**config.mk**
```make
export PLATFORM = sky130hd
export DESIGN_NAME = clk_period_meter
export DESIGN_NICKNAME = d
export VERILOG_FILES = /design/src/rtl/clk_meter_pkg.sv /design/src/rtl/sync_edge_detect.sv /design/src/rtl/clk_period_meter.sv
export SDC_FILE = /design/constraint.sdc
export NUM_CORES = 1
export LEC_CHECK = 0
export CAP_MARGIN = 20
export CORE_UTILIZATION = 45
export DETAILED_ROUTE_END_ITERATION = 10
export GPL_ROUTABILITY_DRIVEN = 0
export GPL_TIMING_DRIVEN = 0
export PLACE_DENSITY_LB_ADDON = 0.25
export SYNTH_ARGS = -nofsm -noshare
export SYNTH_HDL_FRONTEND = slang
export SYNTH_SLANG_ARGS = --single-unit
```
**constraint.sdc**
```tcl
create_clock -name clock -period 2.47 [get_ports clock]
set_input_delay 0.494 -clock clock [delete_from_list [all_inputs] [get_ports clock]]
set_output_delay 0.494 -clock clock [all_outputs]
set_load 0.005 [all_outputs]
```
**src/rtl/clk_meter_pkg.sv**
```systemverilog
// Shared types and constants for the clock period meter.
// FSM state encoding and synchroniser depth limit.
package clk_meter_pkg;

  typedef enum logic [1:0] {
    IDLE,
    ARM,
    MEASURE
  } meter_state_t;

  localparam int SYNC_STAGES_MIN = 2;

endpackage

```
**src/rtl/sync_edge_detect.sv**
```systemverilog
// Multi-flop synchroniser for an asynchronous input
// with a one-cycle rising-edge pulse on the synced value.
module sync_edge_detect
  import clk_meter_pkg::*;
#(
  parameter int SYNC_STAGES = 2
) (
  input  logic clock,
  input  logic reset,
  input  logic async_in,
  output logic sync_out,
  output logic rise_pulse
);

  localparam int STAGES =
    (SYNC_STAGES < SYNC_STAGES_MIN) ? SYNC_STAGES_MIN : SYNC_STAGES;

  logic [STAGES-1:0] chain;
  logic              sync_d;

  // shift the async input through the chain, keep one delayed copy
  always_ff @(posedge clock) begin
    if (reset) begin
      chain  <= '0;
      sync_d <= 1'b0;
    end else begin
      chain  <= {chain[STAGES-2:0], async_in};
      sync_d <= chain[STAGES-1];
    end
  end

  assign sync_out   = chain[STAGES-1];
  assign rise_pulse = chain[STAGES-1] & ~sync_d;

endmodule

```
**src/rtl/clk_period_meter.sv**
```systemverilog
// Measures period and high time of an async square wave
// in clock cycles, one result per input period.
module clk_period_meter
  import clk_meter_pkg::*;
#(
  parameter int COUNT_WIDTH = 32,
  parameter int SYNC_STAGES = 2
) (
  input  logic                   clock,
  input  logic                   reset,
  input  logic                   enable,
  input  logic                   sig_in,
  output logic [COUNT_WIDTH-1:0] period_cycles,
  output logic [COUNT_WIDTH-1:0] high_cycles,
  output logic                   period_valid,
  output logic                   timeout
);

  localparam logic [COUNT_WIDTH-1:0] CNT_MAX = '1;
  localparam logic [COUNT_WIDTH-1:0] CNT_ONE = COUNT_WIDTH'(1);

  meter_state_t           state;
  meter_state_t           state_next;
  logic                   sync;
  logic                   rise;
  logic                   publish;
  logic                   expire;
  logic [COUNT_WIDTH-1:0] per_cnt;
  logic [COUNT_WIDTH-1:0] hi_cnt;
  logic [COUNT_WIDTH-1:0] per_inc;
  logic [COUNT_WIDTH-1:0] hi_inc;

  sync_edge_detect #(
    .SYNC_STAGES(SYNC_STAGES)
  ) u_sync (
    .clock     (clock),
    .reset     (reset),
    .async_in  (sig_in),
    .sync_out  (sync),
    .rise_pulse(rise)
  );

  assign per_inc = (per_cnt == CNT_MAX) ? per_cnt : per_cnt + CNT_ONE;
  assign hi_inc  = (sync && hi_cnt != CNT_MAX) ? hi_cnt + CNT_ONE : hi_cnt;

  // state register
  always_ff @(posedge clock) begin
    if (reset) state <= IDLE;
    else       state <= state_next;
  end

  // next state; publish on a closing edge, expire on saturation
  always_comb begin
    state_next = state;
    publish    = 1'b0;
    expire     = 1'b0;
    if (!enable) begin
      state_next = IDLE;
    end else begin
      unique case (state)
        IDLE: state_next = ARM;
        ARM: begin
          if (rise) state_next = MEASURE;
        end
        MEASURE: begin
          if (rise) begin
            publish = 1'b1;
          end else if (per_cnt == CNT_MAX) begin
            expire     = 1'b1;
            state_next = ARM;
          end
        end
        default: state_next = IDLE;
      endcase
    end
  end

  // period and high counters, restarted at every rising edge
  always_ff @(posedge clock) begin
    if (reset || !enable) begin
      per_cnt <= '0;
      hi_cnt  <= '0;
    end else if (rise && state != IDLE) begin
      per_cnt <= CNT_ONE;
      hi_cnt  <= CNT_ONE;
    end else if (state == MEASURE && !expire) begin
      per_cnt <= per_inc;
      hi_cnt  <= hi_inc;
    end else begin
      per_cnt <= '0;
      hi_cnt  <= '0;
    end
  end

  // registered results, valid strobe and sticky timeout
  always_ff @(posedge clock) begin
    if (reset) begin
      period_cycles <= '0;
      high_cycles   <= '0;
      period_valid  <= 1'b0;
      timeout       <= 1'b0;
    end else begin
      period_valid <= publish;
      if (publish) begin
        period_cycles <= per_cnt;
        high_cycles   <= hi_cnt;
        timeout       <= 1'b0;
      end else if (expire) begin
        timeout <= 1'b1;
      end
    end
  end

endmodule

```
Word level (Yosys, flattened, before mapping). Index checks and enable logic that the tools add are counted.

Register bits after elaboration: 135. Latch bits: 0. RAM bits: 0. Bits in read-only memories: 0. Input port bits: 4. Output and inout bits: 66. Word-level logic and storage cells: 55. Memories kept: 0.

Add/subtract/negate cells: 2. Multiply operators: 0. Divide/modulo/power cells: 0. Order comparisons: 0. Equality and inequality tests: 9. Shifts and indexed selects: 0. Multiplexer cells: 17. Bitwise logic cells: 4. Reduce and logical (&&, ||, !) cells: 12.

Operator list (count): adder 32 x 1 -> 32 bit (second input constant) (2); equality test 32 bit (second input constant) (1); != test 32 bit (second input constant) (1); two-way mux 1 bit (13); two-way mux 2 bit (3); != test 2 bit (second input constant) (3); != test 3 bit (second input constant) (2); one-hot mux 2 bit (3 select lines) (1); OR reduction 2 bit (2); logical AND 1 bit (3); NOT 1 bit (3); AND reduction 3 bit (1); OR reduction 3 bit (1); equality test 2 x 1 -> 1 bit (second input constant) (1); equality test 2 bit (second input constant) (1); logical NOT 1 bit (2); logical NOT 2 bit (1); nonzero test 2 bit (1); bitwise AND 1 bit (1); logical OR 1 bit (1).

Depth between registers and ports, before layout. Gate-level depths: netlist of run 1.

Depth after elaboration: 9. Gate-level depth with buffers: 8. Depth with buffers taken out: 6.

Hierarchy. From an unflattened synthesis of run 1, not the netlist that was laid out.

Cell total of the unflattened synthesis: 663. Area, all modules: 5559.1 um^2.

Modules (own cells, without submodules): clk_period_meter (times used 1, cells each 656, area each 5471.5 um^2, seq. area each 2642.5 um^2); sync_edge_detect (times used 1, cells each 7, area each 87.6 um^2, seq. area each 60.1 um^2).

Worst setup path after synthesis of run 1. No wires, ideal clock.

Path kind: input to register. Start: input port reset. End: register hi_cnt[22]. Setup time: 0.059 ns. Arrival time: 1.962 ns. Required time: 2.411 ns. Slack: 0.448 ns. Cell stages on the path: 7. Path buffers: 2. Cells stage by stage: clkbuf_1 > nor2b_1 > nand3_1 > a21o_1 > clkbuf_1 > or4_1 > nand2_1.

Longest elaborated chain between the ends: 2.

Ends and longest elaborated chain: from (decl) (RTL line clk_period_meter.sv:10) `input logic reset,`; logical OR 1 bit (RTL line clk_period_meter.sv:80) `if (reset || !enable) begin`; OR reduction 3 bit (no line); to (signal assigned) (RTL line clk_period_meter.sv:88) `hi_cnt <= hi_inc;`; to (decl) (RTL line clk_period_meter.sv:29) `logic [COUNT_WIDTH-1:0] hi_cnt;`.

Every way passes these cells. A chain may end at the register's enable or synchronous reset.

Worst setup path in the final report of run 1.
Start: register per_cnt[0]. End: register per_cnt[24].

Longest elaborated chain between the ends: 9. Elaborated cells between the ends (all ways): 10. Classes of those cells: 1 x add/sub; 1 x eq/ne; 4 x mux; 1 x bitwise; 3 x reduce/logical.

Ends and longest elaborated chain: from (decl) (RTL line clk_period_meter.sv:28) `logic [COUNT_WIDTH-1:0] per_cnt;`; from (signal assigned) (RTL line clk_period_meter.sv:87) `per_cnt <= per_inc;`; equality test 32 bit (RTL line clk_period_meter.sv:43, clk_period_meter.sv:68); two-way mux 1 bit (RTL line clk_period_meter.sv:68) `end else if (per_cnt == CNT_MAX) begin`; two-way mux 1 bit (RTL line clk_period_meter.sv:66) `if (rise) begin`; two-way mux 1 bit (RTL line clk_period_meter.sv:60) `unique case (state)`; two-way mux 1 bit (RTL line clk_period_meter.sv:57) `if (!enable) begin`; logical NOT 1 bit (RTL line clk_period_meter.sv:86) `end else if (state == MEASURE && !expire) begin`; logical AND 1 bit (RTL line clk_period_meter.sv:86); NOT 1 bit (no line); OR reduction 3 bit (no line).

Parallel ways exist; a longest one is shown, timed or not.

==> impl_results.md, run 1 <==
- Outcome: completed
- Routed WL per cell: approximately 14 um
- DP Wirelength: roughly 9300 um
- Max clock buf depth: 2
- Post-route minimum period: roughly 2300 ps
- Post-synthesis sequential area ratio: between 40% and 50%
- R2R Path End: per_cnt[24]$_SDFFE_PP0P_
- Die width: 113 um
- Post-synthesis net count: slightly below 700
- Die area: 12900 um2
- Final Cycle Share: 92.3%
- Fin. Hold Viols: 0
- Initial core utilization: 46.4%
- CTS tree: yes
- Top_reg_cell synth: dfxtp_1
- Final Instance Area: slightly above 7000 um2
- Largest delay share family, worst path: simple AND/OR/NAND/NOR gates
- Slowest CP cell: dfxtp_1
- Power per cell area: 698 nW/um2
- Placed inst area: around 6500 um2
- Final #Nets: between 700 and 800
- Row cnt: 40
- Worst slew margin: between 50% and 60%
- Max-slew violation count: 0
- Post-CTS setup buffer count: 0
- CTS Buf Count: 17
- WHS Endpoint: u_sync.chain[1]$_SDFF_PP0_
- GRT overflow: 0
- CP Launch Type: register
- Depth of the CTS H-tree: 4
- Fmax: about 440 MHz
- Clock Tree Root: clkbuf_16
- FFs w/ async S/R, synth: 0%
- Flop2flop setup slack: around 190 ps
- Critical path class: reg2reg
- Leak: around 0.0022 uW
- Final setup fails: 0
- Hold wc startpoint: u_sync.chain[0]$_SDFF_PP0_
- Synthesized instance count: 670
- Worst-path clk slew: approximately 60 ps
- Peak VDD IR: 296 uV
- Crit path arrival time: 2590 ps
- CTS Sinks: approximately 140
- Worst Setup End Kind: register
- Total iterations of the first detailed-routing run: 5
- Max Cap Violations: 0
- EDFF count, synth: 0
- Mapped Area: between 5000 and 6000 um2
- DRC Markers: 0
- Vert. Die Dim: between 100 and 150 um
- Core Region: around 12000 um2
- Tightest Pin Transition: about 730 ps
- ANT cells: 0
- Setup Skew: 8.59 ps
- HP Class: reg2reg
- Hold-critical path depth: 1
- Post-CTS Hold Fix Bufs: 0
- Largest net degree at the start of global routing: 17
- Worst path max stage delay: 430 ps
- Vias in the first global route: slightly below 5000
- IO buf count: slightly below 70
- Fillers: approximately 1100
- Yosys reg bits: 135
- First-pass GRT wire length: between 20000 and 25000 um
- # IOs: 70
- Synth unique cells: a little over 50
- Area delta synth->final: 27.4%
- DRT Wirelength: 13600 um
- Worst-path cell chain: ha_1, nand4_1, nor4_4, buf_2, nor4b_2, xnor2_1, nor2_1
- Via count: 4987
- Total track usage: ~22%
- CP max FO: 10
- Total power: around 5000 uW
- Detail Route Antenna Nets: 0
- Share of cells above drive strength 1: between 6 and 7%
- CP Data Required Time: between 2000 and 3000 ps
- Skew-Pair Late Insertion Delay: 420 ps
- DR vias/cell: ~5.3
- Buffers & Inverters on Critical Path: 1
- Number of antenna violations at the first check in global routing: 0
- Reg2reg start: per_cnt[0]$_SDFFE_PP0P_
- Syn_area_per_cell: about 8.3 um2
- DR iter-0 viols: ~420
- YS warnings: 0
- Reg2Reg Depth: 7
-- cell families after synthesis --
kind of cell	after synthesis	share of synthesized area [%]
adder cells (fa/ha/maj)	2	0.447
flip-flops	135	48.3
XOR/XNOR	35	5.48
AND/OR/NAND/NOR	317	28.1
AO/OA/AOI/OAI	128	13.0
multiplexers	3	0.537
buffers and inverters	50	4.12
-- synth_stat cells (2+ instances only) --
master,number,area (um2)
dfxtp_1,135,2700
inv_1,10,37.5
nor3_1,7,35.0
nand4_1,19,119
o31ai_1,15,113
a31oi_1,4,25.0
clkbuf_1,22,82.6
nor2_1,47,176
mux2i_1,3,30.0
and2_1,4,25.0
buf_6,3,33.8
nand2b_1,3,18.8
ha_1,2,25.0
and3_1,8,50.1
nor4b_2,2,30.0
and4_1,7,61.3
and4bb_1,3,37.5
o21ai_0,4,20.0
a211oi_1,2,15.0
o21ai_1,3,15.0
or3_1,8,50.1
buf_2,13,65.1
nand3_1,20,100
a21oi_1,88,440
nor4_1,7,43.8
nand2_1,153,574
a2111oi_0,2,17.5
xnor2_1,27,236
xor2_1,8,70.1
nor2b_1,6,37.5
or4_1,15,113
-- worst max-delay path by stage --
stage / start / endpoint / slack, ps / depth (start not counted)
floorplan: reset / hi_cnt[22]$_SDFFE_PP0P_ / 450 / 7
global placement: enable / hi_cnt[22]$_SDFFE_PP0P_ / -310 / 7
detailed placement: enable / hi_cnt[22]$_SDFFE_PP0P_ / -340 / 7
CTS: per_cnt[0]$_SDFFE_PP0P_ / hi_cnt[24]$_SDFFE_PP0P_ / 10 / 7
global route: per_cnt[0]$_SDFFE_PP0P_ / per_cnt[24]$_SDFFE_PP0P_ / -2 / 7
finish: per_cnt[0]$_SDFFE_PP0P_ / per_cnt[24]$_SDFFE_PP0P_ / 190 / 7
-- report_power, final --
part           internal (uW)  switching [uW]  total (uW)
combinational           10.0            28.2        38.2
sequential              2180            1.69        2180
clock                   1830             916        2750
-- layout by cell type, fill, tap and decap left out, drive strengths merged, types with 8 or more instances in the layout --
cell type      synthesis  layout
nand2                153     153
dfxtp                135     135
a21oi                 88      88
clkdlybuf4s50          0      68
nor2                  47      47
clkbuf                22      43
xnor2                 27      27
nand3                 20      20
nand4                 20      20
buf                   18      18
o31ai                 15      15
or4                   15      15
inv                   10      10
nor4                   9       9
and3                   8       8
or3                    8       8
xor2                   8       8
-- metrics by stage --
step | setup slack (ps) | util, % | cells | setup TNS, ps | hold slack [ps]
after floorplan | 448 | - | 670 | 0 | 414
after global placement | -306 | 53.8 | 906 | -4460 | 417
after detailed placement | -343 | 53.8 | 906 | -6810 | 428
after CTS | 14.3 | 59.0 | 936 | 0 | 444
after global routing | -1.60 | 59.1 | 935 | -1.60 | 460
final | 191 | 59.1 | 935 | 0 | 438
-- metal layers --
layer | share of wire [%] | wire length [um] | track usage, %
met5 | 0 | 0 | 0
met4 | 1.8 | 250 | 7.89
met3 | 3.7 | 508 | 5.53
met2 | 46 | 6170 | 34.7
met1 | 49 | 6620 | 30.4
-- worst register-to-register path, stage by stage (launching register included) --
cell and delay [ps]:
dfxtp_1 430, ha_1 250, nand4_1 300, nor4_4 380
buf_2 270, nor4b_2 330, xnor2_1 170, nor2_1 50
-- flip-flops by register name, indices dropped and copies added, names as in the netlist --
signal / flops
u_sync.sync_d: 1
timeout: 1
period_valid: 1
per_cnt: 32
hi_cnt: 32
period_cycles: 32
u_sync.chain: 2
high_cycles: 32
state: 2
-- layout make-up --
type	instances	area (um2)	share of cell area, %
clock inverters	8	171	2.41
flip-flops and latches	135	2700	37.9
plain buffers	39	190	2.67
multi-input cells	485	2670	37.5
inverters	10	37.5	0.527
clock buffers	22	464	6.51
well taps	168	210	2.95
repair buffers	68	681	9.55
-- timing repair --
action | in CTS | in global routing
setup endpoints to repair | 0 | 101
endpoints found under the hold margin | 0 | 0
gates resized for setup | 0 | 3
No activity file was read; power rests on OpenSTA's default activity.
==> inputs of run 2 (changes only) <==
CORE_MARGIN = 8   (was unset)
==> impl_results.md, run 2 (same netlist as run 1, synthesis figures left out) <==
- Power per cell area: 642 nW/um2 (-7.9%)
- HP Class: reg2reg
- Routed WL per cell: 14.7 um (+1.4%)
- Largest net degree at the start of global routing: 17 (unchanged)
- Unrepaired setup endpoints after global routing: false
- CTS tree: yes
- Depth of the CTS H-tree: 4 (unchanged)
- Final setup margin: 170 ps (-20.1 ps)
- Hold Slack: 435 ps (-2.87 ps)
- Total iterations of the first detailed-routing run: 4 (-1)
- CP max FO: 8 (-2)
- Final setup fails: 0 (unchanged)
- Switch Pwr: 898 uW (-5.0%)
- Total track usage: 17.4% (-5.0 points)
- Row cnt: 40 (unchanged)
- Area delta synth->final: 25.7%
- Detail Route Antenna Nets: 0 (unchanged)
- CP Data Required Time: 2830 ps (+50 ps)
- Die width: 127 um (+12%)
- Skew-Pair Late Insertion Delay: 430 ps (about the same)
- Crit path arrival time: 2660 ps (+70 ps)
- Max-slew violation count: 0 (unchanged)
- Critical path class: in2reg
- DP Wirelength: 9820 um (+5.9%)
- Clk pwr share: 50.8% (-4.5 points)
- DR iter-0 viols: 302 (-28%)
- Initial core utilization: 46.4% (unchanged)
- Clock Tree Root: clkbuf_16
- Final Cycle Share: 93.1% (+0.81 points)
- Post-CTS setup buffer count: 0 (unchanged)
- Most common cell after layout, fill and taps aside: nand2_1
- Hold-critical path depth: 1 (unchanged)
- # IOs: 70 (unchanged)
- DRT Wirelength: 13700 um (+1.4%)
- Most frequent cells in the layout: nand2_1, dfxtp_1, a21oi_1, clkdlybuf4s50_1, nor2_1
- GRT overflow: 0 (unchanged)
- Post-route minimum period: 2300 ps (+20.1 ps)
- Leak: 0.00221 uW (-1.6%)
- Tightest Pin Transition: 764 ps (+33.7 ps)
- Worst-path clk slew: 60 ps (about the same)
- Peak VDD IR: 303 uV (+2.6%)
- Final #Nets: 762 (unchanged)
- IO buf count: 68 (unchanged)
- Outcome: completed
- CP Launch Type: input pin
- CTS Buf Count: 17 (unchanged)
- DR vias/cell: 5.30 (-0.56%)
- Fmax: 435 MHz (-0.87%)
- CTS Sinks: 135 (unchanged)
- Setup WS pre-CTS: -387 ps (-44.5 ps)
- Final core occ: 58.3% (-0.80 points)
- ANT cells: 0 (unchanged)
- Worst slew margin: 49.1% (-2.2 points)
- Setup Skew: 12.4 ps (+3.78 ps)
- Max Cap Violations: 0 (unchanged)
- Fin. Hold Viols: 0 (unchanged)
- Via count: 4959 (-0.56%)
- Part of the power in combinational logic: 0.9% (about the same)
- Vias in the first global route: 4821 (-0.76%)
- Total power: 4520 uW (-9.1%)
- Vert. Die Dim: 127 um (+12%)
- Die area: 16300 um2 (+26%)
- Share of cells above drive strength 1: 6.91% (unchanged)
- Reg2Reg Depth: 6 (-1)
- Number of antenna violations at the first check in global routing: 0 (unchanged)
- DRC Markers: 0 (unchanged)
- Fraction of power spent switching nets: 19.9% (+0.86 points)
- Core Region: 12100 um2 (unchanged)
- Internal power: 3620 uW (-10%)
- Reg power frac: 48.4% (+4.5 points)
- Max clock buf depth: 2 (unchanged)
- Worst Setup End Kind: register
- First-pass GRT wire length: 23000 um (-0.32%)
[run 2: cell count changes in the layout (fill, tap and decap cells not counted), sizes merged]
cell | before | now
clkbuf | 43 | 48
clkinv | 2 | 3
clkinvlp | 1 | 0
bufinv | 5 | 0
[run 2: final timing paths]
check                                                 from                         end  slack [ps]
worst max-delay path                                enable     hi_cnt[22]$_SDFFE_PP0P_         170
worst min register to register  u_sync.chain[0]$_SDFF_PP0_  u_sync.chain[1]$_SDFF_PP0_         430
worst min-delay path            u_sync.chain[0]$_SDFF_PP0_  u_sync.chain[1]$_SDFF_PP0_         430
worst max register to register    per_cnt[16]$_SDFFE_PP0P_     hi_cnt[16]$_SDFFE_PP0P_         190
[run 2: layout make-up]
type                    count  area (um2)
plain buffers              39         190
clock buffers              27         523
clock inverters             3        15.0
fillers                  1085        5030
inverters                  10        37.5
multi-input cells         485        2670
flip-flops and latches    135        2700
well taps                 168         210
repair buffers             68         681
[run 2: what timing repair did]
item                                    CTS  global route
cloned                                    0             0
endpoints found under the setup margin   25            73
gates resized for setup                   0             4
hold buffers                              0             0
pin swaps                                 0             0
[run 2: worst max-delay path, cell delays in order]
cell and delay, ps:
clkdlybuf4s50_1 520, nor2b_1 300, nand3_1 340, a21o_2 380, or4_1 540, nand2_1 80
[run 2: per-stage QoR]
step / std cells / instance area [um2] / TNS [ps]
floorplan: 670 / 5590 / 0
detailed placement: 906 / 6480 / -8590
global route: 935 / 7030 / 0
CTS: 935 / 7020 / 0
finish: 935 / 7030 / 0
global placement: 906 / 6480 / -4060
[run 2: metal layers]
metal / up-vias / track usage [%] / wire, um
met5: - / 0 / 0
met4: 0 / 7.84 / 238
met3: 17 / 5.16 / 850
met2: 101 / 27.5 / 6380
met1: 2346 / 21.5 / 6280
li1: 2495 / - / -
[run 2: power groups by stage]
stage / registers (uW) / clock network, uW / logic (uW)
detailed placement: 2230 / 0 / 39.1
floorplan: 2230 / 0 / 24.8
finish: 2180 / 2290 / 38.8
global route: 2180 / 2430 / 43.3
global placement: 2230 / 0 / 37.8
CTS: 2180 / 2330 / 39.2
==> inputs of run 3 (changes only) <==
--- a/config.mk
+++ b/config.mk
@@ -7,5 +7,5 @@
 export LEC_CHECK = 0
 export CAP_MARGIN = 20
-export CORE_MARGIN = 8
+export CORE_MARGIN = 4
 export CORE_UTILIZATION = 45
 export DETAILED_ROUTE_END_ITERATION = 10
==> constraint.sdc (replaced) <==
create_clock -name clock -period 2.47 [get_ports clock]
set_input_delay 0.494 -clock clock [delete_from_list [all_inputs] [get_ports clock]]
set_output_delay 0.494 -clock clock [all_outputs]
set_load 0.1 [all_outputs]
==> impl_results.md, run 3 (same netlist as run 1, synthesis figures left out) <==
- Outcome: completed
- Share of cells above drive strength 1: 7.54% (+0.63 points)
- CP max FO: 2 (-6)
- Setup Skew: 7.29 ps (-5.09 ps)
- ANT cells: 0 (unchanged)
- DR iter-0 viols: 380 (+26%)
- Worst path max stage delay: 1150 ps (+610 ps)
- Worst setup path start: high_cycles[31]$_SDFFE_PP0P_
- Worst slew margin: 34.6% (-14 points)
- DR vias/cell: 5.42 (+2.3%)
- Levels on crit path: 1 (-5)
- CP Launch Type: register
- Depth of the CTS H-tree: 4 (unchanged)
- Worst-path clk slew: 60 ps (about the same)
- GRT overflow: 0 (unchanged)
- Vias in the first global route: 4865 (+0.91%)
- Slowest CP cell: clkdlybuf4s50_1
- DRC Markers: 0 (unchanged)
- Most frequent cells in the layout: nand2_1, dfxtp_1, a21oi_1, clkdlybuf4s50_1, nor2_1
- Buffers & Inverters on Critical Path: 1 (unchanged)
- Number of antenna violations at the first check in global routing: 0 (unchanged)
- Peak VDD IR: 344 uV (+13%)
- Reg2Reg Depth: 7 (+1)
- HP Class: reg2reg
- Reg2reg start: hi_cnt[24]$_SDFFE_PP0P_
- Fin. Hold Viols: 0 (unchanged)
- Unrepaired setup endpoints after global routing: false
- Via count: 5083 (+2.5%)
- Worst-path cell chain: clkdlybuf4s50_1
- Initial core utilization: 46.2% (-0.19 points)
- First-pass GRT wire length: 23100 um (+0.24%)
- Final core occ: 58.6% (+0.32 points)
- Post-CTS setup buffer count: 0 (unchanged)
- Critical path class: reg2out
- IO buf count: 68 (unchanged)
- Crit path to: high_cycles[31]
- Post-route minimum period: 2430 ps (+129 ps)
- Vert. Die Dim: 119 um (-6.3%)
- DP Wirelength: 9700 um (-1.2%)
- Worst Setup End Kind: output port
- Die area: 14300 um2 (-12%)
- Placed inst area: 6480 um2 (unchanged)
- CTS Sinks: 135 (unchanged)
- CTS Buf Count: 17 (unchanged)
- Tightest Pin Transition: 978 ps (+214 ps)
- Final setup fails: 0 (unchanged)
- Die width: 119 um (-6.3%)
- Skew-Pair Late Insertion Delay: 420 ps (about the same)
- Total iterations of the first detailed-routing run: 5 (+1)
- Final #Nets: 762 (unchanged)
- # IOs: 70 (unchanged)
- Flop2flop setup slack: 150 ps (-40 ps)
- Post-CTS Hold Fix Bufs: 0 (unchanged)
- Leak: 0.00225 uW (+1.8%)
- Row cnt: 40 (unchanged)
- Gates resized, CTS repair: 0 (unchanged)
- Max clock buf depth: 2 (unchanged)
- CTS tree: yes
- Max Cap Violations: 0 (unchanged)
- Total track usage: 19.8% (+2.4 points)
- Routed WL per cell: 14.9 um (+1.1%)
- Crit path arrival time: 1930 ps (-730 ps)
- Core Region: 12100 um2 (+0.41%)
- Fmax: 412 MHz (-5.3%)
- Power per cell area: 673 nW/um2 (+4.7%)
- Most common cell after layout, fill and taps aside: nand2_1
- Final Instance Area: 7100 um2 (+0.96%)
- Fillers: 1112 (+2.5%)
- Clock Tree Root: clkbuf_16
- Max-slew violation count: 0 (unchanged)
- Area delta synth->final: 26.9%
- Largest delay share family, worst path: buffers and inverters
- Largest net degree at the start of global routing: 17 (unchanged)
- Detail Route Antenna Nets: 0 (unchanged)
- CP Data Required Time: 1980 ps (-850 ps)
- Final Cycle Share: 98.3% (+5.2 points)
- R2R Path End: hi_cnt[29]$_SDFFE_PP0P_
- DRT Wirelength: 13900 um (+1.3%)
==> run 3: worst min-delay path: stages (launching register included) <==
cell and delay, ps:
dfxtp_1 300, nand2_1 50, a21oi_1 50
==> run 3: layout make-up <==
class / instances / area [um2] / area share, %
Buffer: 39 / 191 / 2.70
Clock buffer: 22 / 484 / 6.82
Clock inverter: 10 / 119 / 1.67
Inverter: 10 / 37.5 / 0.529
Multi-Input combinational cell: 485 / 2670 / 37.6
Sequential cell: 135 / 2700 / 38.1
Tap cell: 168 / 210 / 2.96
Timing Repair Buffer: 68 / 683 / 9.63
==> run 3: report_power, final <==
| group | switching [uW] | internal, uW | total, uW | leakage, uW |
|---|---|---|---|---|
| Combinational | 28.6 | 10.0 | 38.6 | 0.000873 |
| Sequential | 1.90 | 2180 | 2180 | 0.00109 |
| Clock | 957 | 1590 | 2550 | 0.000289 |
| Total | 987 | 3790 | 4770 | 0.00225 |
==> run 3: layer usage <==
layer / GRT usage, % / wire (um)
met3: 5.03 / 727
met5: 0 / 0
met1: 25.5 / 6430
met2: 31.6 / 6470
met4: 8.23 / 310
==> run 3: per-stage QoR <==
step	hold WS (ps)	setup WS, ps	cells	setup TNS [ps]	total power, uW
2_1_floorplan	414	448	670	0	2250
3_3_place_gp	419	-328	906	-5890	2270
3_5_place_dp	449	-339	906	-6740	2270
4_1_cts	456	9.72	938	0	4800
5_1_grt	469	4.38	937	0	4900
6_report	451	41.3	937	0	4770
==> run 3: how the worst min path moves through the flow <==
stage / from / end / cells past startpoint
after detailed placement: high_cycles[23]$_SDFFE_PP0P_ / high_cycles[23]$_SDFFE_PP0P_ / 2
final: high_cycles[23]$_SDFFE_PP0P_ / high_cycles[23]$_SDFFE_PP0P_ / 2
after global placement: u_sync.chain[0]$_SDFF_PP0_ / u_sync.chain[1]$_SDFF_PP0_ / 1
after CTS: high_cycles[23]$_SDFFE_PP0P_ / high_cycles[23]$_SDFFE_PP0P_ / 2
after global routing: high_cycles[23]$_SDFFE_PP0P_ / high_cycles[23]$_SDFFE_PP0P_ / 2
after floorplan: u_sync.chain[0]$_SDFF_PP0_ / u_sync.chain[1]$_SDFF_PP0_ / 1
